File: src/rtl/instr_fetch_unit.sv
// Instruction fetch unit with an internal program memory.
// A program is written into memory while IDLE; start launches sequential
// fetching that presents one word per cycle over a valid/ready output,
// honouring consumer back-pressure, branch redirects, stop and a HALT encoding.
module instr_fetch_unit #(
  parameter int unsigned           DATA_W    = 8,
  parameter int unsigned           ADDR_W    = 8,
  parameter logic [DATA_W-1:0]     HALT_WORD = {DATA_W{1'b0}}
) (
  input  logic              clk,
  input  logic              rst_n,
  input  logic              load_en,
  input  logic [ADDR_W-1:0] load_addr,
  input  logic [DATA_W-1:0] load_data,
  input  logic              start,
  input  logic [ADDR_W-1:0] start_addr,
  input  logic              stop,
  input  logic              redirect_valid,
  input  logic [ADDR_W-1:0] redirect_addr,
  output logic              out_valid,
  input  logic              out_ready,
  output logic [DATA_W-1:0] out_instr,
  output logic [ADDR_W-1:0] out_pc,
  output logic              halted,
  output logic              busy,
  output logic              load_err,
  output logic [15:0]       instr_count
);

  typedef enum logic [1:0] {
    ST_IDLE  = 2'd0,
    ST_FETCH = 2'd1,
    ST_HALT  = 2'd2
  } state_e;

  localparam int unsigned DEPTH = 2 ** ADDR_W;

  // Program storage: deliberately outside the reset domain so a reset or stop
  // never disturbs a loaded program.
  logic [DATA_W-1:0] mem_q [DEPTH];

  state_e            state_q, state_d;
  logic [ADDR_W-1:0] pc_q, pc_d;
  logic              out_valid_q, out_valid_d;
  logic [DATA_W-1:0] out_instr_q, out_instr_d;
  logic [ADDR_W-1:0] out_pc_q, out_pc_d;
  logic              load_err_q, load_err_d;
  logic [15:0]       count_q, count_d;

  logic              mem_we_s;
  logic [DATA_W-1:0] mem_rd_s;
  logic              handshake_s;
  logic [15:0]       count_inc_s;

  assign mem_rd_s    = mem_q[pc_q];
  assign handshake_s = out_valid_q & out_ready;
  // Saturate rather than wrap so a long run never reports a small count.
  assign count_inc_s = (count_q == 16'hFFFF) ? count_q : (count_q + 16'd1);

  // Program-load write port, only enabled from IDLE.
  always_ff @(posedge clk) begin
    if (mem_we_s) begin
      mem_q[load_addr] <= load_data;
    end
  end

  // Next-state logic: stop beats redirect beats normal fetch/accept.
  always_comb begin
    state_d     = state_q;
    pc_d        = pc_q;
    out_valid_d = out_valid_q;
    out_instr_d = out_instr_q;
    out_pc_d    = out_pc_q;
    count_d     = count_q;
    load_err_d  = 1'b0;
    mem_we_s    = 1'b0;

    case (state_q)
      ST_IDLE: begin
        out_valid_d = 1'b0;
        mem_we_s    = load_en;
        if (stop) begin
          state_d = ST_IDLE;
        end else if (start) begin
          // Fetch begins next cycle, so nothing is presented on this one.
          state_d = ST_FETCH;
          pc_d    = start_addr;
          count_d = 16'd0;
        end else begin
          state_d = ST_IDLE;
        end
      end

      ST_FETCH: begin
        load_err_d = load_en;
        if (stop) begin
          state_d     = ST_IDLE;
          out_valid_d = 1'b0;
        end else if (redirect_valid) begin
          // Pending word is squashed and not counted, even if accepted now.
          state_d     = ST_FETCH;
          out_valid_d = 1'b0;
          pc_d        = redirect_addr;
        end else begin
          if (handshake_s) begin
            count_d = count_inc_s;
          end else begin
            count_d = count_q;
          end
          if (!out_valid_q || out_ready) begin
            out_instr_d = mem_rd_s;
            out_pc_d    = pc_q;
            out_valid_d = 1'b1;
            pc_d        = pc_q + ADDR_W'(1);
            if (mem_rd_s == HALT_WORD) begin
              state_d = ST_HALT;
            end else begin
              state_d = ST_FETCH;
            end
          end else begin
            state_d = ST_FETCH;
          end
        end
      end

      ST_HALT: begin
        load_err_d = load_en;
        if (stop) begin
          state_d     = ST_IDLE;
          out_valid_d = 1'b0;
        end else if (redirect_valid) begin
          state_d     = ST_FETCH;
          out_valid_d = 1'b0;
          pc_d        = redirect_addr;
        end else if (handshake_s) begin
          // The HALT word itself is delivered and counted before going quiet.
          out_valid_d = 1'b0;
          count_d     = count_inc_s;
        end else begin
          state_d = ST_HALT;
        end
      end

      default: begin
        state_d     = ST_IDLE;
        out_valid_d = 1'b0;
      end
    endcase
  end

  // State and output registers with asynchronous clear.
  always_ff @(posedge clk or negedge rst_n) begin
    if (!rst_n) begin
      state_q     <= ST_IDLE;
      pc_q        <= {ADDR_W{1'b0}};
      out_valid_q <= 1'b0;
      out_instr_q <= {DATA_W{1'b0}};
      out_pc_q    <= {ADDR_W{1'b0}};
      load_err_q  <= 1'b0;
      count_q     <= 16'd0;
    end else begin
      state_q     <= state_d;
      pc_q        <= pc_d;
      out_valid_q <= out_valid_d;
      out_instr_q <= out_instr_d;
      out_pc_q    <= out_pc_d;
      load_err_q  <= load_err_d;
      count_q     <= count_d;
    end
  end

  assign out_valid   = out_valid_q;
  assign out_instr   = out_instr_q;
  assign out_pc      = out_pc_q;
  assign load_err    = load_err_q;
  assign instr_count = count_q;
  assign busy        = (state_q == ST_FETCH);
  assign halted      = (state_q == ST_HALT);

endmodule
File: config.mk
export PLATFORM = sky130hd
export DESIGN_NAME = instr_fetch_unit
export DESIGN_NICKNAME = d
export VERILOG_FILES = /design/src/rtl/instr_fetch_unit.sv
export SDC_FILE = /design/constraint.sdc
export NUM_CORES = 2
export LEC_CHECK = 0
export ABC_AREA = 0
export BUFFER_PORTS_ARGS = -buffer_cell sky130_fd_sc_hd__buf_4
export CAP_MARGIN = 10
export CORE_UTILIZATION = 45
export CTS_CLUSTER_SIZE = 10
export DETAILED_ROUTE_END_ITERATION = 10
export HOLD_SLACK_MARGIN = 0.1
export PLACE_DENSITY_LB_ADDON = 0.3
export RECOVER_POWER = 25
export SLEW_MARGIN = 15
export SYNTH_ARGS = -nofsm -noshare
export SYNTH_HDL_FRONTEND = slang
export SYNTH_SLANG_ARGS = --single-unit
File: constraint.sdc
create_clock -name clk -period 5 [get_ports clk]
set_clock_uncertainty 0.15 [all_clocks]
set_input_delay 1 -clock clk [delete_from_list [all_inputs] [get_ports clk]]
set_output_delay 1 -clock clk [all_outputs]
set_load 0.1 [all_outputs]
Word-level counts from Yosys, hierarchy flattened
Memories as Yosys holds them, arrays and structs flattened.
Index checks and enable logic that the tools add are counted.
Storage, ports and cells
  register bits: 44
  memory bits (writable): 2048
  input bits: 39
  output and inout bits: 36
  logic and storage cells: 76
  memories kept: 1
Memories
  mem_q: depth 256, width 8, read ports 1, clocked after Yosys merged registers in 0, wr ports 1, line 40  | logic [DATA_W-1:0] mem_q [DEPTH];
Cells by class
  add/subtract/negate cells: 2
  equal/unequal tests: 16
  mux-type cells: 36
  bitwise gates (word level): 3
  reductions and logical operators: 11
Operators with widths (number)
  two-way mux 16 bit: 6
  two-way mux 8 bit: 7
  one-hot mux 16 bit (2 select lines): 1
  one-hot mux 8 bit (3 select lines): 1
  adder 16 x 1 -> 16 bit (second input constant): 1
  equality test 16 bit (second input constant): 1
  != test 2 bit (second input constant): 8
  two-way mux 2 bit: 7
  AND reduction 7 bit: 2
  two-way mux 1 bit: 12
  adder 8 x 1 -> 8 bit (second input constant): 1
  logical NOT 8 bit: 1
  != test 4 x 3 -> 1 bit (second input constant): 2
  one-hot mux 2 bit (3 select lines): 1
  != test 4 bit (second input constant): 1
  AND reduction 4 bit: 1
  != test 3 x 2 -> 1 bit (second input constant): 1
  nonzero test 3 bit: 1
  equality test 2 x 1 -> 1 bit (second input constant): 1
  equality test 2 bit (second input constant): 1
  logical NOT 2 bit: 1
  != test 2 x 1 -> 1 bit (second input constant): 1
  NOT 1 bit: 2
  one-hot mux 1 bit (2 select lines): 1
  6 further kinds: 6

Logic depth before layout (Yosys ltp)
An unclocked memory read counts as a cell.
  depth after elaboration: 7
  depth in mapped cells: 15
  mapped depth without buffers: 10

Worst setup path after synthesis
Ideal clock, no wire load.
  path kind: flip-flop to flip-flop
  start point: reg count_q[6], in the netlist instr_count[6]
  end point: reg count_q[11], in the netlist instr_count[11]
  setup time: 0.132 ns
  arrival time: 3.108 ns
  data required time: 4.718 ns
  setup slack: 1.610 ns
  stages on the path, launching flop included: 10
  buffers on the path: 0
  period minus slack after synthesis: 3.390 ns
  cell sequence: dfrtp_1 and4_1 nand4_1 or4_1 o311ai_2 nor2b_1 nor3_1 nand4_1 xor2_1 nor2_1
On the way
  cells in the longest elaborated chain, start to end: 6
  elaborated cells between the ends (all ways): 9
  classes of those cells: add/sub: 1; eq/ne: 2; mux: 5; reduce/logical: 1
Ends and longest elaborated chain
  from (decl): line 48  | logic [15:0] count_q, count_d;
  from (signal assigned): line 168  | count_q <= count_d;
  adder 16 x 1 -> 16 bit: line 58  | assign count_inc_s = (count_q == 16'hFFFF) ? count_q : (count_q + 16'd1);
  two-way mux 16 bit: line 58
  two-way mux 16 bit: line 105, 135
  two-way mux 16 bit: line 131  | end else if (redirect_valid) begin
  two-way mux 16 bit: line 128  | if (stop) begin
  one-hot mux 16 bit (2 select lines): line 78  | case (state_q)
Several ways; a longest one is shown, not always the timed one. The select of a mux whose other input is x is not followed.
A chain may end at the register's enable or synchronous reset.

Worst setup path in the final report
  start point: reg pc_q[1]
  end point: reg state_q[1]
On the way
  cells in the longest elaborated chain, start to end: 7
Ends and longest elaborated chain
  from (decl): line 43  | logic [ADDR_W-1:0] pc_q, pc_d;
  from (signal assigned): line 155  | pc_q <= {ADDR_W{1'b0}};
  from (signal assigned): line 163  | pc_q <= pc_d;
  memory read (256 x 8 bit)
  logical NOT 8 bit: line 115  | if (mem_rd_s == HALT_WORD) begin
  two-way mux 2 bit: line 115
  two-way mux 2 bit: line 110  | if (!out_valid_q || out_ready) begin
  two-way mux 2 bit: line 99  | end else if (redirect_valid) begin
  two-way mux 2 bit: line 96  | if (stop) begin
  one-hot mux 2 bit (3 select lines): line 78
  to (signal assigned): line 162  | state_q <= state_d;
  to (decl): line 42  | state_e state_q, state_d;
Every way passes these cells.

==> results.sh <==
export IMPL_status="finished with violations"
export IMPL_violations="capacitance limit, slew limit, setup timing"
export IMPL_cp_end_kind="flip-flop"
export IMPL_clk_pin_slew_ps=60
export IMPL_ys_types=70
export IMPL_die_area_sq_um=184000
export IMPL_drive_gt1_share_pct=22.6
export IMPL_layout_min_cycle_time_ps=5040
export IMPL_max_cap_viol_count=9
export IMPL_p_seq_share_pct=44.5
export IMPL_clk_latency_ps=850
export IMPL_cpMaxStageDelayCell="dfrtp_4"
export IMPL_hold_viol=0
export IMPL_ctsHtreeMaxLevel=4
export IMPL_r2r_slack_ps=-40
export IMPL_cts_tree="built"
export IMPL_drt_iter0_drc=6216
export IMPL_hpwl_microns=147000
export IMPL_regArea_sq_um=62600
export IMPL_die_h_microns=429
export IMPL_port_buffers=74
export IMPL_core_area_sq_um=181000
export IMPL_synth_ff_type="edfxtp_1"
export IMPL_cts_sinks=2092
export IMPL_yosysSeqAreaShare_pct=76.1
export IMPL_p_leak_nw=29.0
export IMPL_p_clk_share_pct=33.9
export IMPL_synth_edf_count=2048
export IMPL_holdPathEnd="out_valid"
export IMPL_grt_usage_pct=25.2
export IMPL_globalplace_congestion=0.913
export IMPL_postRouteAntennaNets=0
export IMPL_hp_start="stop"
export IMPL_async_reset_ff_share_pct=2.10
export IMPL_p_sw_share_pct=29.2
export IMPL_r2r_end="state_q[1]"
export IMPL_final_util_pct=51.1
export IMPL_dieWidth_microns=429
export IMPL_initial_core_util_pct=45.4
export IMPL_hold_ws_ps=218
export IMPL_synth_net_count=4139
export IMPL_rows=156
export IMPL_synthCells=4094
export IMPL_max_freq_mhz=199
export IMPL_syn_area_per_cell_sq_um=20.1
export IMPL_grt_pass1_vias=42700
export IMPL_crit_fanout=34
export IMPL_syn_to_final_growth_pct=12.6
export IMPL_slowest_delay_ps=1020
export IMPL_cts_root_buf="clkbuf_16"
export IMPL_hold_path_class="in2reg"
export IMPL_wirelength_microns=233000
export IMPL_max_slew_margin_rel_pct=-198
export IMPL_overflow=0
export IMPL_synth_area_sq_um=82200
export IMPL_required_ps=5640
export IMPL_worstPathArrival_ps=5670
export IMPL_crit_chain="buf_12 -> mux4_2 -> mux2i_1 -> o22ai_1 -> nor4_1 -> a221oi_1 -> a21oi_1 -> nand4b_1 -> nor3_2 -> buf_4 -> a31o_1"
export IMPL_cts_resized=0
export IMPL_multiInputGateArea_sq_um=18100
export IMPL_intPower_mw=31.3
export IMPL_synth_seq_cells=2092
export IMPL_numCtsBuffers=230
export IMPL_r2r_start="pc_q[1]"
export IMPL_reg2reg_depth=11
export IMPL_grt_max_degree=151
export IMPL_switching_power_mw=12.9
export IMPL_rsz0062_at_grt="false"
export IMPL_grt_pass1_wl_microns=327000
export IMPL_p_comb_share_pct=21.6
export IMPL_cp_start_kind="flip-flop"
export IMPL_viasPerCell=6.37
export IMPL_total_power_mw=44.2
export IMPL_crit_type="reg2reg"
export IMPL_fin_crit_sh_pct=101
export IMPL_worstMarginPinSlew_ps=4470
export IMPL_drt_wirelength_per_cell_microns=34.2
export IMPL_powerDensity_nw_per_um2=477
export IMPL_ys_warn_count=0
export IMPL_slew_viol_final=815
export IMPL_ir_worst_vdd_v=0.000338
export IMPL_grt_antenna_before_repair=13
export IMPL_fin_nets=4396
export IMPL_vias=43300
export IMPL_io_pins=75
export IMPL_dr_pass1_iters=6
export IMPL_drcViolationCount=0
export IMPL_clockBufferDepth=3
export IMPL_finalSetupViolations=2
export IMPL_pre_cts_slack_ps=215
export IMPL_fillers=14200
export IMPL_hold_depth=2
export IMPL_timing_final_ws_setup_ps=-35.9
worst max-delay path, delay by kind of cell (launching register included):
kind	cells	cell delay (ps)
compound gates	4	920
buf+inv	2	550
mux	2	790
simple gates	3	1500
flops	1	1020
sequential cells by signal, indices dropped and copies added, names as in the netlist:
name	count
instr_count	16
out_valid	1
state_q	2
mem_q	2048
out_instr	8
load_err	1
out_pc	8
pc_q	8
kinds of logic after synthesis:
| logic type | synth area share, % |
|---|---|
| AOI/OAI and AO/OA | 3.18 |
| buffers and inverters | 1.91 |
| DFF | 76.1 |
| xor gates and xnor gates | 0.170 |
| muxes | 15.0 |
| and+or+nand+nor | 3.49 |
| adders and majority gates | 0.0913 |
cells in the mapped netlist, types with 19 or more instances:
cell      instances  area (sq um)
nand3_1          67           335
a22oi_1         117           878
buf_6            33           372
mux2i_1         223          2230
nand4_1          21           131
o21ai_0          68           340
nor2_1          315          1180
nor2b_1          19           119
buf_4            39           293
dfrtp_1          44          1100
nand2_1         154           578
buf_2            60           300
clkbuf_1         98           368
o22ai_1          25           156
a21oi_1          55           275
edfxtp_1       2048         61500
mux4_2          436          9820
metal layers:
metal / wire length (microns) / track usage, %
met2: 106000 / 38.0
met4: 10100 / 9.94
met3: 25800 / 5.77
met1: 90400 / 35.5
met5: 26 / 0
power groups by stage:
stage          sequential, mW  combinational (mW)  clock, mW
2_1_floorplan            20.2                5.28          0
3_3_place_gp             20.0                9.38          0
3_5_place_dp             20.0                9.42          0
4_1_cts                  19.6                9.45       15.1
5_1_grt                  19.6                9.77       15.7
6_report                 19.7                9.56       15.0
cell usage in the layout, fill, tap and decap left out, types with 55 or more instances in the layout:
cell type	n
a21oi_1	55
nand3_1	67
buf_4	228
clkbuf_1	62
o21ai_0	68
edfxtp_1	2048
nand2_1	154
mux2i_1	223
nor2_1	312
clkbuf_16	232
a22oi_1	117
mux4_2	436
worst max-delay path by stage:
stage	from	endpoint	slack [ps]	depth (start not counted)
after floorplan	instr_count[6]	instr_count[11]	1610	9
after global placement	pc_q[1]	state_q[0]	250	11
after detailed placement	pc_q[1]	state_q[1]	220	11
after CTS	pc_q[1]	state_q[1]	210	11
after global routing	pc_q[1]	state_q[1]	10	11
final	pc_q[1]	state_q[1]	-40	11
repair_timing:
item	CTS	global route
setup buffers	0	0
hold buffers	1	0
hold endpoints to repair	44	0
through the flow:
step           cells  TNS (ps)  cell area, sq um
6_report        6803     -54.9             92600
5_1_grt         6802         0             92600
4_1_cts         6798         0             92700
3_5_place_dp    6488         0             86300
3_3_place_gp    6488         0             86300
2_1_floorplan   4094         0             82200
area by class of cell:
| cell class | count | share of cell area (%) |
|---|---|---|
| Multi-Input combinational cell | 1735 | 19.6 |
| Tap cell | 2370 | 3.20 |
| Antenna cell | 5 | 0.0135 |
| Sequential cell | 2092 | 67.6 |
| Timing Repair Buffer | 273 | 2.64 |
| Clock buffer | 289 | 6.51 |
| Clock inverter | 20 | 0.376 |
| Inverter | 19 | 0.0824 |
No activity file was read; power rests on OpenSTA's default activity.
